File: src/rtl/oled_pkg.sv
// Shared constants for the SSD1306 bring-up sequencer: FSM encodings, the
// power-up command list, address-window opcodes and error codes.
package oled_pkg;

    typedef logic [2:0] state_t;

    localparam state_t ST_IDLE = 3'd0;
    localparam state_t ST_INIT = 3'd1;
    localparam state_t ST_WIN  = 3'd2;
    localparam state_t ST_FILL = 3'd3;
    localparam state_t ST_WAIT = 3'd4;
    localparam state_t ST_DONE = 3'd5;
    localparam state_t ST_ERR  = 3'd6;

    localparam int INIT_LEN = 25;
    localparam int WIN_LEN  = 6;

    // Display off, clocking, multiplex, charge pump, horizontal addressing,
    // remap, contrast, precharge, VCOMH, resume-from-RAM, normal, display on.
    localparam logic [7:0] INIT_ROM [INIT_LEN] = '{
        8'hAE, 8'hD5, 8'h80, 8'hA8, 8'h3F, 8'hD3, 8'h00, 8'h40, 8'h8D,
        8'h14, 8'h20, 8'h00, 8'hA1, 8'hC8, 8'hDA, 8'h12, 8'h81, 8'hCF,
        8'hD9, 8'hF1, 8'hDB, 8'h40, 8'hA4, 8'hA6, 8'hAF
    };

    localparam logic [7:0] CMD_SET_COL  = 8'h21;
    localparam logic [7:0] CMD_SET_PAGE = 8'h22;

    localparam logic [7:0] CTRL_CMD  = 8'h00;
    localparam logic [7:0] CTRL_DATA = 8'h40;

    typedef logic [1:0] err_t;

    localparam err_t ERR_NONE    = 2'd0;
    localparam err_t ERR_NACK    = 2'd1;
    localparam err_t ERR_TIMEOUT = 2'd2;

    function automatic logic is_issue(input state_t s);
        return (s == ST_INIT) || (s == ST_WIN) || (s == ST_FILL);
    endfunction

endpackage

File: src/rtl/oled_init_rom.sv
// Combinational lookup of the SSD1306 power-up command list; addresses past
// the end of the list read as 0x00.
module oled_init_rom
    import oled_pkg::*;
(
    input  logic [4:0] addr_i,
    output logic [7:0] data_o
);

    always_comb begin
        data_o = 8'h00;
        if (addr_i < 5'(INIT_LEN)) begin
            data_o = INIT_ROM[addr_i];
        end
    end

endmodule

File: src/rtl/oled_init_sequencer.sv
// Sequences the SSD1306 bring-up: init command list, full-screen address
// window, then PAGES*COLS fill bytes, one byte per master transaction.
module oled_init_sequencer
    import oled_pkg::*;
#(
    parameter int PAGES     = 8,
    parameter int COLS      = 128,
    parameter int MAX_RETRY = 3,
    parameter int TIMEOUT   = 65535
) (
    input  logic       CLK,
    input  logic       NRST,
    input  logic       start,
    input  logic [7:0] fill_byte,
    output logic       busy,
    output logic       done,
    output logic       error,
    output logic [1:0] err_code,
    output logic       m_valid,
    input  logic       m_ready,
    output logic       m_dc,
    output logic [7:0] m_byte,
    input  logic       m_done,
    input  logic       m_nack
);

    localparam int NBYTES  = PAGES * COLS;
    localparam int IDX_W   = $clog2(NBYTES);
    localparam int RETRY_W = $clog2(MAX_RETRY + 1);

    localparam logic [IDX_W-1:0]   INIT_LAST = IDX_W'(INIT_LEN - 1);
    localparam logic [IDX_W-1:0]   WIN_LAST  = IDX_W'(WIN_LEN - 1);
    localparam logic [IDX_W-1:0]   FILL_LAST = IDX_W'(NBYTES - 1);
    localparam logic [RETRY_W-1:0] RETRY_MAX = RETRY_W'(MAX_RETRY);
    localparam logic [15:0]        TIMER_MAX = 16'(TIMEOUT);
    localparam logic [7:0]         COL_END   = 8'(COLS - 1);
    localparam logic [7:0]         PAGE_END  = 8'(PAGES - 1);

    state_t               state_q, state_d;
    state_t               phase_q, phase_d;
    logic [IDX_W-1:0]     idx_q, idx_d;
    logic [RETRY_W-1:0]   retry_q, retry_d;
    logic [15:0]          timer_q, timer_d;
    logic [7:0]           fill_q, fill_d;
    err_t                 err_q, err_d;

    logic [IDX_W-1:0]     last_idx;
    state_t               next_phase;
    logic [7:0]           rom_byte;
    logic [7:0]           win_byte;

    oled_init_rom u_rom (
        .addr_i (idx_q[4:0]),
        .data_o (rom_byte)
    );

    // The phase remembered across WAIT decides where the byte counter ends
    // and which phase follows it.
    always_comb begin
        last_idx   = FILL_LAST;
        next_phase = ST_DONE;
        case (phase_q)
            ST_INIT: begin
                last_idx   = INIT_LAST;
                next_phase = ST_WIN;
            end
            ST_WIN: begin
                last_idx   = WIN_LAST;
                next_phase = ST_FILL;
            end
            default: ;
        endcase
    end

    always_comb begin
        case (idx_q[2:0])
            3'd0:    win_byte = CMD_SET_COL;
            3'd1:    win_byte = 8'h00;
            3'd2:    win_byte = COL_END;
            3'd3:    win_byte = CMD_SET_PAGE;
            3'd4:    win_byte = 8'h00;
            3'd5:    win_byte = PAGE_END;
            default: win_byte = 8'h00;
        endcase
    end

    // NOTE: every signal assigned in a combinational block gets a default
    // first, so no path through the case statements can infer a latch.
    always_comb begin
        state_d = state_q;
        phase_d = phase_q;
        idx_d   = idx_q;
        retry_d = retry_q;
        timer_d = timer_q;
        fill_d  = fill_q;
        err_d   = err_q;

        case (state_q)
            ST_IDLE: begin
                if (start) begin
                    fill_d  = fill_byte;
                    idx_d   = '0;
                    retry_d = '0;
                    err_d   = ERR_NONE;
                    state_d = ST_INIT;
                end
            end
            ST_INIT, ST_WIN, ST_FILL: begin
                if (m_ready) begin
                    phase_d = state_q;
                    timer_d = '0;
                    state_d = ST_WAIT;
                end
            end
            ST_WAIT: begin
                // A NACK wins over a simultaneous done pulse.
                if (m_nack) begin
                    if (retry_q == RETRY_MAX) begin
                        err_d   = ERR_NACK;
                        state_d = ST_ERR;
                    end else begin
                        retry_d = retry_q + RETRY_W'(1);
                        state_d = phase_q;
                    end
                end else if (m_done) begin
                    retry_d = '0;
                    if (idx_q == last_idx) begin
                        idx_d   = '0;
                        state_d = next_phase;
                    end else begin
                        idx_d   = idx_q + IDX_W'(1);
                        state_d = phase_q;
                    end
                end else if (timer_q == TIMER_MAX) begin
                    err_d   = ERR_TIMEOUT;
                    state_d = ST_ERR;
                end else if (timer_q != 16'hFFFF) begin
                    timer_d = timer_q + 16'd1;
                end
            end
            ST_DONE, ST_ERR: state_d = ST_IDLE;
            default:         state_d = ST_IDLE;
        endcase
    end

    // NOTE: sequential state uses non-blocking assignments only, so every
    // register samples the pre-edge value of every other register.
    always_ff @(posedge CLK or negedge NRST) begin
        if (!NRST) begin
            state_q <= ST_IDLE;
            phase_q <= ST_INIT;
            idx_q   <= '0;
            retry_q <= '0;
            timer_q <= '0;
            fill_q  <= 8'h00;
            err_q   <= ERR_NONE;
        end else begin
            state_q <= state_d;
            phase_q <= phase_d;
            idx_q   <= idx_d;
            retry_q <= retry_d;
            timer_q <= timer_d;
            fill_q  <= fill_d;
            err_q   <= err_d;
        end
    end

    // Byte/flag are pure functions of state and index, so they cannot move
    // while an offer is waiting for m_ready.
    always_comb begin
        m_valid = 1'b0;
        m_dc    = 1'b0;
        m_byte  = 8'h00;
        case (state_q)
            ST_INIT: begin
                m_valid = 1'b1;
                m_byte  = rom_byte;
            end
            ST_WIN: begin
                m_valid = 1'b1;
                m_byte  = win_byte;
            end
            ST_FILL: begin
                m_valid = 1'b1;
                m_dc    = 1'b1;
                m_byte  = fill_q;
            end
            default: ;
        endcase
    end

    assign busy     = is_issue(state_q) || (state_q == ST_WAIT);
    assign done     = (state_q == ST_DONE);
    assign error    = (state_q == ST_ERR);
    assign err_code = err_q;

endmodule
File: config.mk
export PLATFORM = sky130hd
export DESIGN_NAME = oled_init_sequencer
export DESIGN_NICKNAME = d
export VERILOG_FILES = /design/src/rtl/oled_pkg.sv /design/src/rtl/oled_init_rom.sv /design/src/rtl/oled_init_sequencer.sv
export SDC_FILE = /design/constraint.sdc
export NUM_CORES = 1
export LEC_CHECK = 0
export CAP_MARGIN = 20
export CORE_AREA = 2 2 75 77
export CTS_CLUSTER_DIAMETER = 50
export DETAILED_ROUTE_END_ITERATION = 6
export DIE_AREA = 0 0 77 79
export GPL_ROUTABILITY_DRIVEN = 1
export PLACE_DENSITY = 0.74
export SYNTH_ARGS = -nofsm -noshare
export SYNTH_HDL_FRONTEND = slang
export SYNTH_SLANG_ARGS = --single-unit
export TNS_END_PERCENT = 10
File: constraint.sdc
create_clock -name CLK -period 3.26 [get_ports CLK]
set_input_delay 0.326 -clock CLK [delete_from_list [all_inputs] [get_ports CLK]]
set_output_delay 0.326 -clock CLK [all_outputs]
set_load 0.005 [all_outputs]
==> results.sh, run 1 <==
export IMPL_cts_repair_resized=0
export IMPL_drt_pass1_iterations=6
export IMPL_critPathKind="flop to output pin"
export IMPL_post_place_cells=430
export IMPL_power_mw=2.23
export IMPL_crit_chain="nor3b_1, o21ai_0, a31oi_1, o21ai_0, nand3_1, clkdlybuf4s50_1"
export IMPL_grt_pass1_wl_um=12200
export IMPL_powerDensity_nw_per_um2=667
export IMPL_syn_area_um2=2910
export IMPL_root_buffer="clkbuf_8"
export IMPL_ioPinCount=29
export IMPL_placed_area_um2=3250
export IMPL_grt_pass1_vias=2489
export IMPL_period_minus_slack_ns=2.90
export IMPL_globalRouteOverflowTotal=0
export IMPL_grt_max_degree=45
export IMPL_rr_startpoint="idx_q[1]$_DFFE_PN0P_"
export IMPL_cpMaxStageDelayCell="dfrtp_1"
export IMPL_async_flop_share=1.00
export IMPL_place_congestion=0.893
export IMPL_synth_edff_count=0
export IMPL_holdBufCountCts=0
export IMPL_htree_levels=2
export IMPL_clkSlewWorstSetupHoldPaths_ns=0.08
export IMPL_synthFlopType="dfrtp_1"
export IMPL_nNetsFinal=387
export IMPL_fmax_mhz=345
export IMPL_avgRoutedWirePerCell_um=15.8
export IMPL_drt_first_iter_violations=282
export IMPL_via_per_inst=6.01
export IMPL_layout_commonest_cell="dfrtp_1"
export IMPL_start_kind="flop"
export IMPL_ant_nets=0
export IMPL_antenna_found_initial=0
export IMPL_ir_drop_mv=0.399
export IMPL_hold_viol=0
export IMPL_layoutNonFillerInstCount=438
export IMPL_cts_buffer_depth=2
export IMPL_arrival_ns=2.57
export IMPL_slew_violations=0
export IMPL_ys_warn_count=0
export IMPL_status="finished, final reports clean"
export IMPL_clk_latency_ns=0.29
export IMPL_syn_nets=363
export IMPL_path_delay_family="compound AO/OA/AOI/OAI gates"
export IMPL_post_route_cell_area_um2=3340
export IMPL_cts_buffers=5
export IMPL_synthCells=341
export IMPL_tritoncts="yes"
export IMPL_drive_above_1_share=0.0902
export IMPL_die_w_um=77
export IMPL_worst_pin_slew_ns=0.987
export IMPL_synth_distinct_cells=58
export IMPL_syn_to_final_growth_pct=14.8
export IMPL_die_area_um2=6080
export IMPL_max_slew_margin=0.342
export IMPL_post_cts_buffers=0
export IMPL_coreArea_um2=5340
export IMPL_cp_end_kind="output pin"
export IMPL_maxCapViolCount=0
export IMPL_hold_path_class="input pin to async pin"
export IMPL_dp_hpwl_um=5110
export IMPL_crit_top_cell="o21ai_0"
export IMPL_required_ns=2.93
export IMPL_die_h_um=79
export IMPL_ys_seq_elements=44
export IMPL_startpoint="state_q[2]$_DFFE_PN0P_"
export IMPL_io_buffers=28
export IMPL_cpPeakStageDelay_ns=0.53
export IMPL_multi_input_area_um2=1680
export IMPL_initial_core_util=0.545
export IMPL_min_period_over_period=0.889
export IMPL_leakagePower_nw=1.31
export IMPL_clock_sinks=44
export IMPL_seqCellArea_um2=1100
export IMPL_ys_seq_area_frac=0.379
export IMPL_vias=2633
export IMPL_layout_common_cells="dfrtp_1, nand2_1, nor2_1"
export IMPL_path_buf_inv=1
export IMPL_grt_use_total=0.249
export IMPL_tns_ns=0
export IMPL_fillCellCount=486
export IMPL_avgSynthCellArea_um2=8.53
export IMPL_rsz0062_at_grt="false"
export IMPL_rows=27
export IMPL_setup_viol=0
export IMPL_clock_skew_ns=0.00723
export IMPL_drcViolationCount=0
export IMPL_drt_wl_total_um=6930
export IMPL_diodes=0
export IMPL_path_max_fanout=15
[per-layer routing]
metal / wire length [µm] / up-vias / share of wire / track usage
met5: 0 / - / 0 / 0
met4: 39 / 0 / 0.0056 / 0.0625
met3: 492 / 4 / 0.071 / 0.0625
met2: 3090 / 90 / 0.45 / 0.379
met1: 3310 / 1250 / 0.48 / 0.357
li1: - / 1289 / - / -
[sequential cells by signal, summed over array words and instances (netlist names)]
signal    flops
idx_q        10
retry_q       2
timer_q      16
phase_q       3
err_code      2
fill_q        8
state_q       3
[worst paths after layout]
check / to / slack (ns) / cells past startpoint
max: m_byte[5] / 0.36 / 6
min: idx_q[2]$_DFFE_PN0P_ / 0.19 / 1
max reg2reg: state_q[1]$_DFFE_PN0P_ / 0.73 / 6
min reg2reg: timer_q[14]$_DFFE_PN0P_ / 0.48 / 1
max in group asynchronous: fill_q[4]$_DFFE_PN0P_ / 2.46 / 1
min in group CLK: timer_q[14]$_DFFE_PN0P_ / 0.48 / 1
[logic make-up (layout without fill, tap and decap cells)]
kind of cell,count (synthesis),count (layout),synth area share
flops,44,44,0.379
buf+inv,30,55,0.0417
fa+ha+maj,8,8,0.0344
simple gates,135,135,0.233
compound gates,95,95,0.212
xor+xnor,9,9,0.0271
mux,20,20,0.0723
[power breakdown]
group          internal (mW)  leakage, nW  total (mW)  switching [mW]
sequential             0.651        0.588       0.779           0.128
combinational          0.539        0.678        1.10           0.557
clock                  0.172       0.0445       0.352           0.180
total                   1.36         1.31        2.23           0.865
[synthesized netlist by cell type (all sizes together) (4+ instances only)]
| cell | count | share of area |
|---|---|---|
| xnor2 | 8 | 0.024 |
| nand3 | 12 | 0.021 |
| and2 | 5 | 0.011 |
| a21oi | 25 | 0.043 |
| mux2 | 8 | 0.031 |
| nor2 | 29 | 0.037 |
| or3 | 6 | 0.013 |
| nor3b | 4 | 0.010 |
| a211oi | 7 | 0.022 |
| mux2i | 12 | 0.041 |
| o21ai | 26 | 0.045 |
| nand2b | 5 | 0.011 |
| dfrtp | 43 | 0.37 |
| nor3 | 9 | 0.017 |
| nand2 | 39 | 0.050 |
| a31oi | 11 | 0.026 |
| inv | 13 | 0.017 |
| clkbuf | 14 | 0.018 |
| nor4 | 5 | 0.011 |
| nand4 | 5 | 0.011 |
| ha | 8 | 0.034 |
[cell type report]
| cell class | instances | area share |
|---|---|---|
| Inverter | 13 | 0.0146 |
| Clock inverter | 1 | 0.00225 |
| Clock buffer | 7 | 0.0259 |
| Sequential cell | 44 | 0.330 |
| Tap cell | 72 | 0.0270 |
| Multi-Input combinational cell | 267 | 0.504 |
| Timing Repair Buffer | 34 | 0.0959 |
[stage by stage]
step / hold slack [ns] / setup slack, ns / util
finish: 0.194 / 0.362 / 0.626
global route: 0.254 / 0.148 / 0.626
floorplan: 0.0304 / 0.956 / -
global placement: 0.467 / 0.764 / 0.608
detailed placement: 0.476 / 0.740 / 0.608
CTS: 0.221 / 0.428 / 0.626
No activity file was read; power rests on OpenSTA's default activity.
==> run 2: changes to the inputs <==
- CAP_MARGIN: 20 -> 40
- TNS_END_PERCENT: 10 -> unset
==> run 2 against run 1 <==
- sequential share of layout area shrank 0.29 points
- non-clock buffer count increased by 2
- combinational power about the same
- clock power is essentially flat
- critical path depth unchanged
- first-iteration DRC count increased by 6.7%
- critical path type unchanged
- routed wire length grew 0.46%
- hold slack improved by 0.29 ns
- maximum frequency grew 0.25%
==> results.sh, run 2 (synthesis gave the netlist of run 1 again) <==
export IMPL_rr_startpoint="state_q[2]$_DFFE_PN0P_"
export IMPL_fillCellCount=479
export IMPL_grt_most_used_layer="met2"
export IMPL_syn_to_final_growth_pct=15.9
export IMPL_via_per_inst=6.01
export IMPL_leakagePower_nw=1.32
export IMPL_crit_chain="nor3b_1, o21ai_0, a31oi_1, o21ai_0, nand3_1, clkdlybuf4s50_1"
export IMPL_tritoncts="yes"
export IMPL_antenna_found_initial=0
export IMPL_maxCapViolCount=0
export IMPL_use_met1=0.364
export IMPL_grt_max_degree=31
export IMPL_critPathKind="flop to output pin"
export IMPL_cts_buffer_depth=2
export IMPL_coreArea_um2=5340
export IMPL_arrival_ns=2.56
export IMPL_layout_commonest_cell="dfrtp_1"
export IMPL_holdBufCountCts=1
export IMPL_worst_pin_slew_ns=0.888
export IMPL_reg2reg_depth=7
export IMPL_ir_drop_mv=0.330
export IMPL_required_ns=2.93
export IMPL_met3_usage=0.0375
export IMPL_status="finished, final reports clean"
export IMPL_use_met2=0.376
export IMPL_initial_core_util=0.545
export IMPL_cts_repair_resized=0
export IMPL_max_slew_margin=0.402
export IMPL_path_buf_inv=1
export IMPL_path_delay_family="compound AO/OA/AOI/OAI gates"
export IMPL_clock_sinks=44
export IMPL_period_minus_slack_ns=2.89
export IMPL_clk_latency_ns=0.28
export IMPL_nNetsFinal=389
export IMPL_dp_hpwl_um=5210
export IMPL_die_h_um=79
export IMPL_rsz0062_at_grt="false"
export IMPL_drt_wl_total_um=6960
export IMPL_cts_buffers=5
export IMPL_largest_register="timer_q"
export IMPL_fmax_mhz=346
export IMPL_drcViolationCount=0
export IMPL_place_congestion=0.893
export IMPL_post_cts_buffers=0
export IMPL_min_period_over_period=0.887
export IMPL_grt_pass1_vias=2497
export IMPL_slew_violations=0
export IMPL_hold_path_class="input pin to async pin"
export IMPL_largest_reg_flops=16
export IMPL_ant_nets=0
export IMPL_drt_first_iter_violations=301
export IMPL_grt_use_total=0.243
export IMPL_die_area_um2=6080
export IMPL_clkSlewWorstSetupHoldPaths_ns=0.08
export IMPL_cpMaxStageDelayCell="dfrtp_1"
export IMPL_vias=2645
export IMPL_post_route_cell_area_um2=3370
export IMPL_path_max_fanout=15
export IMPL_start_kind="flop"
export IMPL_die_w_um=77
export IMPL_clock_skew_ns=0.00661
export IMPL_htree_levels=2
export IMPL_layout_common_cells="dfrtp_1, nand2_1, nor2_1"
export IMPL_placed_area_um2=3270
export IMPL_power_mw=2.23
export IMPL_powerDensity_nw_per_um2=661
export IMPL_io_buffers=28
export IMPL_setup_viol=0
export IMPL_avgRoutedWirePerCell_um=15.8
export IMPL_tns_ns=0
export IMPL_cpPeakStageDelay_ns=0.55
export IMPL_reg2reg_to="timer_q[14]$_DFFE_PN0P_"
export IMPL_globalRouteOverflowTotal=0
export IMPL_ioPinCount=29
export IMPL_crit_top_cell="o21ai_0"
export IMPL_hold_viol=0
export IMPL_cp_end_kind="output pin"
export IMPL_r2r_slack_ns=0.70
export IMPL_diodes=0
export IMPL_drt_pass1_iterations=5
export IMPL_drive_above_1_share=0.0924
export IMPL_root_buffer="clkbuf_8"
export IMPL_grt_pass1_wl_um=12000
export IMPL_largestRegisters="timer_q x16, idx_q x10, fill_q x8"
export IMPL_rows=27
==> run 2: how the worst max path moves through the flow <==
stage | startpoint | end | slack, ns | cells after the start
detailed placement | idx_q[1]$_DFFE_PN0P_ | state_q[1]$_DFFE_PN0P_ | 0.75 | 6
global route | idx_q[1]$_DFFE_PN0P_ | m_byte[2] | 0.18 | 8
finish | state_q[2]$_DFFE_PN0P_ | m_byte[5] | 0.37 | 6
global placement | idx_q[1]$_DFFE_PN0P_ | m_byte[0] | 0.76 | 8
CTS | state_q[2]$_DFFE_PN0P_ | m_byte[5] | 0.42 | 6
floorplan | idx_q[1]$_DFFE_PN0P_ | state_q[1]$_DFFE_PN0P_ | 0.96 | 6
==> run 2: through the flow <==
step | instances | hold slack, ns | setup slack, ns | util
detailed placement | 431 | 0.267 | 0.746 | 0.612
CTS | 440 | 0.487 | 0.420 | 0.631
finish | 440 | 0.487 | 0.369 | 0.631
global placement | 430 | 0.467 | 0.764 | 0.608
floorplan | 341 | 0.0304 | 0.956 | -
global route | 440 | 0.516 | 0.184 | 0.631
==> run 2: final cells by class <==
type	instances	area [µm²]	share of cell area
multi-input cells	267	1680	0.500
well taps	72	90.1	0.0267
clock inverters	1	7.51	0.00223
clock buffers	7	86.3	0.0256
repair buffers	36	350	0.104
flip-flops and latches	44	1100	0.327
inverters	13	48.8	0.0145
==> run 2: where the power goes <==
| part | switching (mW) | internal, mW |
|---|---|---|
| Sequential | 0.130 | 0.651 |
| Clock | 0.176 | 0.172 |
| Combinational | 0.557 | 0.541 |
| Total | 0.864 | 1.36 |
==> run 2: routing by layer <==
layer,vias up,wire length (µm)
li1,1298,-
met1,1253,3390
met2,88,3090
met3,6,428
met4,0,53
met5,-,0
